## src/rtl/rng_harvester.sv

```systemverilog
// Consumer end of the ring-oscillator RNG: samples the raw state word, XOR-folds it to one bit,
// von Neumann debiases, packs bits into words, buffers them in a FWFT FIFO and health-checks samples.
module rng_harvester #(
  parameter int IN_WIDTH   = 32,
  parameter int OUT_WIDTH  = 32,
  parameter int FIFO_DEPTH = 4,
  parameter int SAMPLE_DIV = 8,
  parameter int REP_LIMIT  = 4
) (
  input  logic                               clk,
  input  logic                               rst,
  input  logic                               en_i,
  input  logic [IN_WIDTH-1:0]                raw_i,
  input  logic                               clear_fail_i,
  output logic [OUT_WIDTH-1:0]               rnd_data_o,
  output logic                               rnd_valid_o,
  input  logic                               rnd_ready_i,
  output logic [$clog2(FIFO_DEPTH+1)-1:0]    fifo_level_o,
  output logic                               health_fail_o
);

  localparam int PW = $clog2(FIFO_DEPTH);
  localparam int LW = $clog2(FIFO_DEPTH + 1);
  localparam int DW = (SAMPLE_DIV > 1) ? $clog2(SAMPLE_DIV) : 1;
  localparam int RW = $clog2(REP_LIMIT + 1);
  localparam int CW = $clog2(OUT_WIDTH + 1);

  localparam logic [DW-1:0] DIV_LAST  = DW'(SAMPLE_DIV - 1);
  localparam logic [RW-1:0] REP_MAX   = RW'(REP_LIMIT);
  localparam logic [CW-1:0] BITS_LAST = CW'(OUT_WIDTH - 1);
  localparam logic [LW-1:0] LVL_FULL  = LW'(FIFO_DEPTH);

  typedef enum logic [1:0] {IDLE, COLLECT, WRITE, FAIL} state_t;

  state_t                 state, state_nxt;
  logic [DW-1:0]          div_cnt;
  logic [RW-1:0]          rep_cnt, rep_nxt;
  logic                   have_prev;
  logic [IN_WIDTH-1:0]    prev_raw;
  logic                   pair, pair_bit;
  logic [OUT_WIDTH-1:0]   acc;
  logic [CW-1:0]          bit_cnt;
  logic [OUT_WIDTH-1:0]   mem [FIFO_DEPTH];
  logic [PW-1:0]          wr_ptr, rd_ptr;
  logic [LW-1:0]          count;

  logic sample, fold, trip, emit, word_done, push, pop, full, drop_partial;

  assign fold         = ^raw_i;
  assign sample       = (state == COLLECT) && en_i && (div_cnt == DIV_LAST);
  assign rep_nxt      = (have_prev && (raw_i == prev_raw)) ? rep_cnt + RW'(1) : RW'(1);
  // The tripping sample never reaches the debiaser.
  assign trip         = sample && (rep_nxt == REP_MAX);
  assign emit         = sample && !trip && pair && (pair_bit != fold);
  assign word_done    = emit && (bit_cnt == BITS_LAST);
  assign full         = (count == LVL_FULL);
  assign rnd_valid_o  = (count != '0);
  assign pop          = rnd_valid_o && rnd_ready_i && (state != FAIL);
  assign push         = (state == WRITE) && en_i && (!full || pop);
  assign drop_partial = (state == IDLE) || (state == FAIL) || !en_i;

  assign rnd_data_o    = rnd_valid_o ? mem[rd_ptr] : '0;
  assign fifo_level_o  = count;
  assign health_fail_o = (state == FAIL);

  always_comb begin
    state_nxt = state;
    case (state)
      IDLE:    if (en_i) state_nxt = COLLECT;
      COLLECT: begin
        if (!en_i)          state_nxt = IDLE;
        else if (trip)      state_nxt = FAIL;
        else if (word_done) state_nxt = WRITE;
      end
      WRITE: begin
        if (!en_i)     state_nxt = IDLE;
        else if (push) state_nxt = COLLECT;
      end
      FAIL:    if (clear_fail_i) state_nxt = IDLE;
      default: state_nxt = IDLE;
    endcase
  end

  always_ff @(posedge clk or posedge rst) begin
    if (rst) begin
      state     <= IDLE;
      div_cnt   <= '0;
      rep_cnt   <= '0;
      have_prev <= 1'b0;
      pair      <= 1'b0;
      bit_cnt   <= '0;
    end else begin
      state <= state_nxt;
      if ((state == COLLECT) && en_i)
        div_cnt <= (div_cnt == DIV_LAST) ? '0 : div_cnt + DW'(1);
      else
        div_cnt <= '0;
      // A new COLLECT session starts without a predecessor sample.
      if ((state == IDLE) || (state == FAIL)) begin
        have_prev <= 1'b0;
        rep_cnt   <= '0;
      end else if (sample) begin
        have_prev <= 1'b1;
        rep_cnt   <= rep_nxt;
      end
      if (drop_partial) begin
        pair    <= 1'b0;
        bit_cnt <= '0;
      end else begin
        if (sample && !trip) pair <= !pair;
        if (push)            bit_cnt <= '0;
        else if (emit)       bit_cnt <= bit_cnt + CW'(1);
      end
    end
  end

  always_ff @(posedge clk) begin
    if (sample)          prev_raw <= raw_i;
    if (sample && !pair) pair_bit <= fold;
    if (emit)            acc      <= {acc[OUT_WIDTH-2:0], pair_bit};
    if (push)            mem[wr_ptr] <= acc;
  end

  always_ff @(posedge clk or posedge rst) begin
    if (rst) begin
      wr_ptr <= '0;
      rd_ptr <= '0;
      count  <= '0;
    end else if ((state == FAIL) || (state_nxt == FAIL)) begin
      wr_ptr <= '0;
      rd_ptr <= '0;
      count  <= '0;
    end else begin
      if (push) wr_ptr <= wr_ptr + PW'(1);
      if (pop)  rd_ptr <= rd_ptr + PW'(1);
      case ({push, pop})
        2'b10:   count <= count + LW'(1);
        2'b01:   count <= count - LW'(1);
        default: count <= count;
      endcase
    end
  end

endmodule

```

## config.mk

```make
export PLATFORM = sky130hd
export DESIGN_NAME = rng_harvester
export DESIGN_NICKNAME = d
export VERILOG_FILES = /design/src/rtl/rng_harvester.sv
export SDC_FILE = /design/constraint.sdc
export NUM_CORES = 1
export LEC_CHECK = 0
export BUFFER_PORTS_ARGS = -buffer_cell sky130_fd_sc_hd__buf_2
export CAP_MARGIN = 20
export CORE_MARGIN = 1
export CORE_UTILIZATION = 54
export CTS_CLUSTER_SIZE = 20
export DETAILED_ROUTE_END_ITERATION = 12
export PLACE_DENSITY = 0.73
export SYNTH_ARGS = -nofsm -noshare
export SYNTH_HDL_FRONTEND = slang
export SYNTH_SLANG_ARGS = --single-unit
```

## constraint.sdc

```tcl
create_clock -name clk -period 3.5 [get_ports clk]
set_input_delay 0.175 -clock clk [delete_from_list [all_inputs] [get_ports clk]]
set_output_delay 0.175 -clock clk [all_outputs]
set_load 0.05 [all_outputs]
```

==> results by group, run 1 <==
Outcome
  • Status: finished, final reports clean

Critical path
  • Critical path class: reg -> reg
  • Critical-path cell list: inv_1 > ha_1 > nand3_1 > clkinv_1 > nand2_1 > or4bb_1 > or3_4 > a31oi_4 > a211oi_1
  • CP Max Fanout: 8
  • CP max stage delay: 560 ps
  • Slowest stage cell, crit path: or4bb_1
  • Worst EP required: 3840 ps
  • CP Data Arrival Time: 3170 ps
  • Critical path buffers and inverters: 2
  • CP endpoint kind: flip-flop
  • WP depth: 9
  • Worst r2r path cells: 9
  • CP top delay family: simple AND/OR/NAND/NOR gates
  • Crit path launch type: flip-flop

Power and ir drop
  • Lkg Pwr: 3.73 nW
  • Peak VDD IR: 0.514 mV
  • Tot Pwr: 0.00753 W
  • Cell Pwr Density: 712 mW/mm²

Global routing
  • GR Layer Usage met2: 34.0%
  • GR peak layer: met2
  • Met1 Usage GRT: 26.5%
  • GRT overflow: 0
  • Global-route wire length before repair: 25300 µm
  • Initial antenna violation count: 0
  • Vias in the first global route: 4809
  • Largest net degree at the start of global routing: 39
  • Grt met3 use: 3.30%
  • Total GRT Usage: 19.9%

Floorplan
  • # IOs: 74
  • Die Height: 130 µm
  • Core Region: 0.0160 mm²
  • Initial core utilization: 55.6%
  • Die span in x: 130 µm
  • Die area: 0.0170 mm²
  • Num rows: 46

Final layout
  • Layout cells sized above 1: 24.0%
  • Fin area: 0.0106 mm²
  • Fillers: 1149
  • Final #Nets: 677
  • Area growth syn-to-layout: 18.7%
  • Ant diodes: 0

Routing
  • Drt via density: 5.44
  • ANT nets after route: 0
  • Total detailed-routing wirelength: 15900 µm
  • Vias: 4672
  • Initial DRC count: 236
  • DRT Pass-1 Iters: 5
  • Drt wl/cell: 18.5 µm
  • # DRC: 0

Placement
  • Hpwl dp: 9320 µm
  • Dpl cell area: 0.00958 mm²
  • Final GP Congestion: 0.780
  • DP Worst Slack: 698 ps
  • Port Buf Inserts: 73

Timing
  • Unrepaired setup endpoints after global routing: no
  • Post-layout min period: 2840 ps
  • Final Cycle Share: 81.0%
  • Setup WS post-layout: 665 ps
  • Fin. max-slew vios: 0
  • Final Hold Violating Endpoints: 0
  • Setup TNS: 0 ps
  • Worst Skew: 12.3 ps
  • Setup violators final: 0
  • Peak Freq: 0.353 GHz
  • Least-Margin Pin Slew: 908 ps
  • Hold Slack: 15.0 ps
  • Max-slew headroom: 39.4%

Worst hold path
  • Tightest Hold Check Type: in -> reg
  • Hold Crit Depth: 3

Synthesis
  • Yosys top cell area share: 65.1%
  • Seq cells post-synth: 216
  • Async SR Flop Fraction: 10.6%
  • Main synth FF type: edfxtp_1
  • Synth Cell Area: 0.00890 mm²
  • Top post-synthesis cells by area: edfxtp_1, mux4_2, dfrtp_1
  • Yosys warns: 0
  • Syn avg cell area: 17.8 µm²
  • Seq/Total Area, Yosys: 71.6%
  • Synth cell types: 48
  • Post-synth EDFFs: 193
  • Syn nets: 549
  • Post-Syn Instances: 499
  • Largest area contributor in the netlist: edfxtp_1

Clock network
  • Max clock buf depth: 3
  • Clock net sink count: 216
  • Htree depth: 1
  • Clock slew at reported path FFs: 60 ps
  • Total CTS buffers: 22
  • CTS tree: yes
  • Root buf cell: clkbuf_16
  • Clk Latency, worst-skew pair: 500 ps

Job
  • Max cap viols: 0
## registers in the layout (all words and copies together), names as in the netlist, 2 cells and up
name and cells:
mem 128, rep_cnt 3, fifo_level_o 3, bit_cnt 6, state 2, prev_raw 32
rd_ptr 2, wr_ptr 2, div_cnt 3, acc 32
## repair_timing
item | 4_1_cts | 5_1_grt
setup buffers | 0 | 0
resized for setup | 0 | 0
hold buffers | 33 | 0
endpoints found under the hold margin | 55 | 0
## worst paths after layout
path	from	end	slack, ps
worst min register to register	div_cnt[0]$_DFF_PP0_	div_cnt[0]$_DFF_PP0_	450
worst max-delay path	state[1]$_DFF_PP0_	fifo_level_o[0]$_DFFE_PP0P_	660
worst min-delay path	en_i	div_cnt[0]$_DFF_PP0_	10
max in group asynchronous	rst	rd_ptr[0]$_DFFE_PP0P_	2470
worst max register to register	state[1]$_DFF_PP0_	fifo_level_o[0]$_DFFE_PP0P_	660
min in group asynchronous	rst	bit_cnt[0]$_DFFE_PP0P_	410
## cell usage in the layout (no fill, tap or decap), types with 2 or more instances in the layout
cell type        n
clkinv_2         3
o21ai_0          5
o21a_1           2
xor2_1          10
nand2b_1         7
inv_1           15
nand3_1          4
nor3_1           5
mux4_2          32
a31oi_1          5
clkbuf_16       23
nand2_1          8
a21boi_0         2
clkinv_1         2
clkbuf_1        11
dlygate4sd3_1   33
a211oi_1         7
o21ba_2          2
ha_1            12
nand4_1          4
and2_1           5
o2111ai_1        2
a2111o_1         3
mux2i_1          3
nor2b_1         44
nor2_1          12
and3_1           4
dfrtp_1         22
buf_4           12
buf_2           73
and4_1           4
a21oi_1          3
xnor2_1         50
edfxtp_1       193
## cells by family after synthesis
| family | count (synthesis) | share of synthesized area (%) |
|---|---|---|
| AO/OA/AOI/OAI | 37 | 3.23 |
| XOR/XNOR | 62 | 6.34 |
| adder cells (fa/ha/maj) | 13 | 1.91 |
| buffers and inverters | 30 | 1.28 |
| flip-flops | 216 | 71.6 |
| multiplexers | 35 | 8.44 |
| AND/OR/NAND/NOR | 106 | 7.20 |
## power by group
group | total, W | leakage [nW] | internal, W | switching (W)
Combinational | 0.00245 | 1.38 | 0.000847 | 0.00160
Clock | 0.00212 | 0.314 | 0.00122 | 0.000908
Sequential | 0.00295 | 2.04 | 0.00282 | 0.000130
## layout make-up
class	instances	area, µm²	area share (%)
clock buffer	34	617	5.84
clock inverter	6	35.0	0.332
inverter	16	60.1	0.568
multi-input combinational	253	2420	23.0
sequential	216	6370	60.3
tap	216	270	2.56
timing repair buffer	118	786	7.44
## cell usage after synthesis, types with 2 or more instances
master / number
o21ai_0: 5
a31oi_1: 5
and3_1: 4
and4_1: 4
nand3_1: 4
a211oi_1: 7
a21oi_1: 3
o21a_1: 2
nor2_1: 12
dfrtp_1: 23
mux2i_1: 3
edfxtp_1: 193
nor2b_1: 44
a21boi_0: 2
and2_1: 5
o2111ai_1: 2
xor2_1: 10
o21ba_2: 2
a2111o_1: 3
nand2b_1: 7
nor3_1: 6
mux4_2: 32
xnor2_1: 50
ha_1: 12
inv_1: 15
clkbuf_1: 10
buf_1: 3
nand4_1: 4
nand2_1: 8
## worst reg2reg max path, cell delays in order, from the launching register on
cell      delay, ps
dfrtp_1         410
inv_1           170
ha_1            320
nand3_1         210
clkinv_1        110
nand2_1         120
or4bb_1         560
or3_4           360
a31oi_4         300
a211oi_1        130
## metal layers
layer | vias to the layer above | wire, µm
met1 | 2369 | 6830
met3 | 25 | 705
li1 | 2168 | -
met4 | 0 | 266
met2 | 110 | 8100
met5 | - | 0
## stage by stage
stage          std cells  utilization [%]
5_1_grt              859             66.0
3_5_place_dp         786             59.9
3_3_place_gp         786             59.9
4_1_cts              859             66.0
2_1_floorplan        499                -
6_report             859             66.0
(Power assumes the default switching activity.)
==> run 2, diff against run 1 <==
--- a/config.mk
+++ b/config.mk
@@ -5,13 +5,14 @@
 export SDC_FILE = /design/constraint.sdc
 export NUM_CORES = 1
 export LEC_CHECK = 0
+export ABC_AREA = 1
 export BUFFER_PORTS_ARGS = -buffer_cell sky130_fd_sc_hd__buf_2
 export CAP_MARGIN = 20
 export CORE_MARGIN = 1
-export CORE_UTILIZATION = 54
+export CORE_UTILIZATION = 55
 export CTS_CLUSTER_SIZE = 20
 export DETAILED_ROUTE_END_ITERATION = 12
-export PLACE_DENSITY = 0.73
+export PLACE_DENSITY = 0.71
 export SYNTH_ARGS = -nofsm -noshare
 export SYNTH_HDL_FRONTEND = slang
 export SYNTH_SLANG_ARGS = --single-unit
==> constraint.sdc (replaced) <==
create_clock -name clk -period 2.9 [get_ports clk]
set_input_delay 0.145 -clock clk [delete_from_list [all_inputs] [get_ports clk]]
set_output_delay 0.145 -clock clk [all_outputs]
set_load 0.05 [all_outputs]
==> run 2 against run 1 <==
Net effect:
- final cell count rose by 50%
- combinational power rose by 52%
- first-iteration DRC count rose by 44%
- sequential power rose by 17%
- synthesized cell count rose by 88%
- core utilization rose by 1.5 points
- sequential cell count did not move
- setup slack got worse by 260 ps
- largest cell class unchanged
- area after synthesis rose by 7.9%
==> results by group, run 2 <==
Critical path
  • CP Data Arrival Time: 2350 ps (-820 ps)
  • Critical R2R Capture: rd_ptr[0]$_DFFE_PP0P_
  • CP Max Fanout: 65 (+57)
  • Critical path class: reg -> out
  • CP endpoint kind: output port
  • Worst EP required: 2760 ps (-1080 ps)
  • R2R setup slack: 590 ps (-70 ps)
  • Crit path launch type: flip-flop
  • Worst r2r path cells: 13 (+4)
  • RR Startpoint: fifo_level_o[0]$_DFFE_PP0P_

Synthesis
  • Largest area contributor in the netlist: edfxtp_1
  • Post-synth EDFFs: 193 (unchanged)
  • Yosys top cell area share: 60.4% (-4.8 points)
  • Seq/Total Area, Yosys: 66.4% (-5.2 points)
  • Adder-Cell Fraction of Synth Area: 1.77% (-0.14 points)
  • Seq cells post-synth: 216 (unchanged)
  • Main synth FF type: edfxtp_1
  • Yosys warns: 0 (unchanged)
  • Syn nets: 987 (+80%)
  • Post-synthesis compound-gate area fraction: 6.40% (+3.2 points)
  • Synth Area in XOR/XNOR: 2.28% (-4.1 points)
  • Most frequent cell after synthesis: nand2_1
  • Top post-synthesis cells by area: edfxtp_1, nand2_1, nor2_1
  • Most common library cells after synthesis: nand2_1, edfxtp_1, nor2_1
  • Synth cell types: 31 (-35%)
  • Async SR Flop Fraction: 10.6% (unchanged)
  • Post-synthesis mux area share: 0.104% (-8.3 points)
  • Post-Syn Instances: 937 (+88%)
  • Simple-gate share of the synthesized area: 18.6% (+11 points)
  • Syn avg cell area: 10.2 µm² (-43%)
  • Synth Cell Area: 0.00960 mm² (+7.9%)
  • Main combinational cell family by area after synthesis: simple AND/OR/NAND/NOR gates

Clock network
  • Clock net sink count: 216 (unchanged)
  • CTS tree: yes
  • Clock slew at reported path FFs: 60 ps (about the same)
  • Root buf cell: clkbuf_16
  • Htree depth: 1 (unchanged)
  • Max clock buf depth: 3 (unchanged)
  • Resized cells post-CTS: 0 (unchanged)
  • Total CTS buffers: 22 (unchanged)
  • Clk Latency, worst-skew pair: 510 ps (about the same)

Global routing
  • Largest net degree at the start of global routing: 66 (+69%)
  • Vias in the first global route: 6253 (+30%)
  • Global-route wire length before repair: 30300 µm (+20%)
  • Total GRT Usage: 21.4% (+1.5 points)
  • Initial antenna violation count: 0 (unchanged)
  • GRT overflow: 0 (unchanged)

Worst hold path
  • Tightest Hold Check Type: in -> reg
  • Hold Crit Depth: 4 (+1)
  • WHS Endpoint: rd_ptr[0]$_DFFE_PP0P_
  • Hold Crit Start: rnd_ready_i

Routing
  • ANT nets after route: 0 (unchanged)
  • DRT Pass-1 Iters: 5 (unchanged)
  • Total detailed-routing wirelength: 18300 µm (+15%)
  • Vias: 6518 (+40%)
  • # DRC: 0 (unchanged)
  • Initial DRC count: 339 (+44%)
  • Drt via density: 5.05 (-7.2%)
  • Drt wl/cell: 14.2 µm (-23%)

Power and ir drop
  • Switching pwr: 0.00397 W (+50%)
  • Comb power frac: 37.7% (+5.2 points)
  • Cell Pwr Density: 871 mW/mm² (+22%)
  • Seq pwr share: 35.0% (-4.2 points)
  • Sw frac: 40.1% (+5.0 points)
  • Peak VDD IR: 0.616 mV (+20%)
  • Int Pwr: 0.00592 W (+21%)
  • Clock power share: 27.3% (-0.9 points)
  • Lkg Pwr: 4.67 nW (+25%)
  • Tot Pwr: 0.00989 W (+31%)

Final layout
  • Non-Filler Instances: 1291 (+50%)
  • Multi-input gate area: 0.00282 mm² (+16%)
  • Final #Nets: 1105 (+63%)
  • Largest reg by FF count: mem
  • Most common cell after layout, fill and taps aside: nand2_1
  • Commonest non-fill, non-tap cells in the layout: nand2_1, edfxtp_1, nor2_1
  • Fillers: 1322 (+15%)
  • Largest register FFs: 128 (unchanged)
  • Area growth syn-to-layout: 18.3%
  • Layout cells sized above 1: 13.5% (-10 points)
  • Ant diodes: 0 (unchanged)
  • Register area: 0.00637 mm² (unchanged)
  • Top Registers: mem: 128 flops, acc: 32 flops, prev_raw: 32 flops

Floorplan
  • Die area: 0.0180 mm² (+5.8%)
  • Core Region: 0.0168 mm² (+5.1%)
  • # IOs: 74 (unchanged)
  • Die span in x: 134 µm (+2.9%)
  • Num rows: 47 (+2.2%)
  • Initial core utilization: 57.1% (+1.5 points)
  • Die Height: 134 µm (+2.9%)

Timing
  • Hold Slack: 31.1 ps (+16.1 ps)
  • Max-slew headroom: 40.5% (+1.1 points)
  • Peak Freq: 0.401 GHz
  • Final Hold Violating Endpoints: 0 (unchanged)
  • Final Cycle Share: 86.0%
  • Setup violators final: 0 (unchanged)
  • Post-layout min period: 2490 ps
  • Unrepaired setup endpoints after global routing: no
  • Worst Skew: 8.29 ps (-4.01 ps)
  • Least-Margin Pin Slew: 891 ps (-17.0 ps)
  • Fin. max-slew vios: 0 (unchanged)

Placement
  • Port Buf Inserts: 73 (unchanged)
  • Inst Count DP: 1217 (+55%)
  • Final GP Congestion: 0.829 (+6.3%)
  • Hpwl dp: 11400 µm (+22%)

Job
  • Max cap viols: 0 (unchanged)

Outcome
  • Status: finished, final reports clean
==> run 2: cell count changes in the layout (fill, tap and decap cells not counted), moves of 6 or more <==
cell      change
a211oi_1      -7
nand2_2       +6
nand2_1     +223
clkbuf_1      -9
nor2b_1      -44
inv_2         +9
a21oi_1      +37
nor2_1      +162
o21ai_0      +67
mux4_2       -32
nand2b_1      -7
xnor2_1      -37
buf_4         -6
inv_1        +66
==> run 2: final cells by class <==
type / count / share of cell area (%)
Sequential cell: 216 / 56.1
Multi-Input combinational cell: 606 / 24.8
Timing Repair Buffer: 118 / 7.56
Clock buffer: 24 / 4.91
Inverter: 91 / 3.04
Tap cell: 220 / 2.42
Clock inverter: 16 / 1.17
==> run 2: logic make-up (layout without fill, tap and decap cells) <==
logic type / after synthesis / after routing
multiplexers: 1 / 1
AND/OR/NAND/NOR: 449 / 449
flip-flops: 216 / 216
XOR/XNOR: 25 / 25
AO/OA/AOI/OAI: 118 / 118
buffers and inverters: 115 / 249
adder cells (fa/ha/maj): 13 / 13
==> run 2: worst max-delay path, stage by stage (launching register included) <==
cell and delay (ps):
dfrtp_2 350, buf_4 550, nor2_1 100, nor2_1 110, o21ai_0 90, a21oi_1 260, buf_2 320
==> run 2: layer usage <==
metal  GRT usage, %  share of wire (%)
met3           3.70                4.9
met1           27.4                 43
met2           37.2                 50
met4           6.49                1.9
met5              0                  0
==> run 2: power groups by stage <==
stage | Sequential, W | Clock [W] | Combinational (W)
6_report | 0.00346 | 0.00270 | 0.00372
3_3_place_gp | 0.00353 | 0 | 0.00362
4_1_cts | 0.00347 | 0.00275 | 0.00375
3_5_place_dp | 0.00353 | 0 | 0.00370
2_1_floorplan | 0.00359 | 0 | 0.00274
5_1_grt | 0.00347 | 0.00286 | 0.00404
==> run 2: worst max path at each step <==
stage | from | end | slack, ps | cells after the start
after global routing | rd_ptr[0]$_DFFE_PP0P_ | rnd_data_o[19] | 270 | 6
final | rd_ptr[0]$_DFFE_PP0P_ | rnd_data_o[0] | 410 | 6
after global placement | fifo_level_o[0]$_DFFE_PP0P_ | fifo_level_o[2]$_DFFE_PP0P_ | 700 | 13
after floorplan | fifo_level_o[0]$_DFFE_PP0P_ | mem[0][0]$_DFFE_PP_ | -120 | 6
after detailed placement | fifo_level_o[0]$_DFFE_PP0P_ | rd_ptr[0]$_DFFE_PP0P_ | 590 | 13
after CTS | rd_ptr[0]$_DFFE_PP0P_ | rnd_data_o[22] | 420 | 6
==> run 2: timing repair <==
item	4_1_cts	5_1_grt
buffers inserted	0	0
hold buffers	34	0
hold endpoints to repair	56	0
==> run 2: stage by stage <==
| stage | utilization [%] | TNS [ps] | cell area, µm² | setup slack, ps |
|---|---|---|---|---|
| after floorplan | - | -15420 | 9620 | -121 |
| after global placement | 61.3 | 0 | 10300 | 704 |
| after detailed placement | 61.4 | 0 | 10300 | 593 |
| after CTS | 67.5 | 0 | 11400 | 418 |
| after global routing | 67.5 | 0 | 11400 | 275 |
| final | 67.5 | 0 | 11400 | 406 |
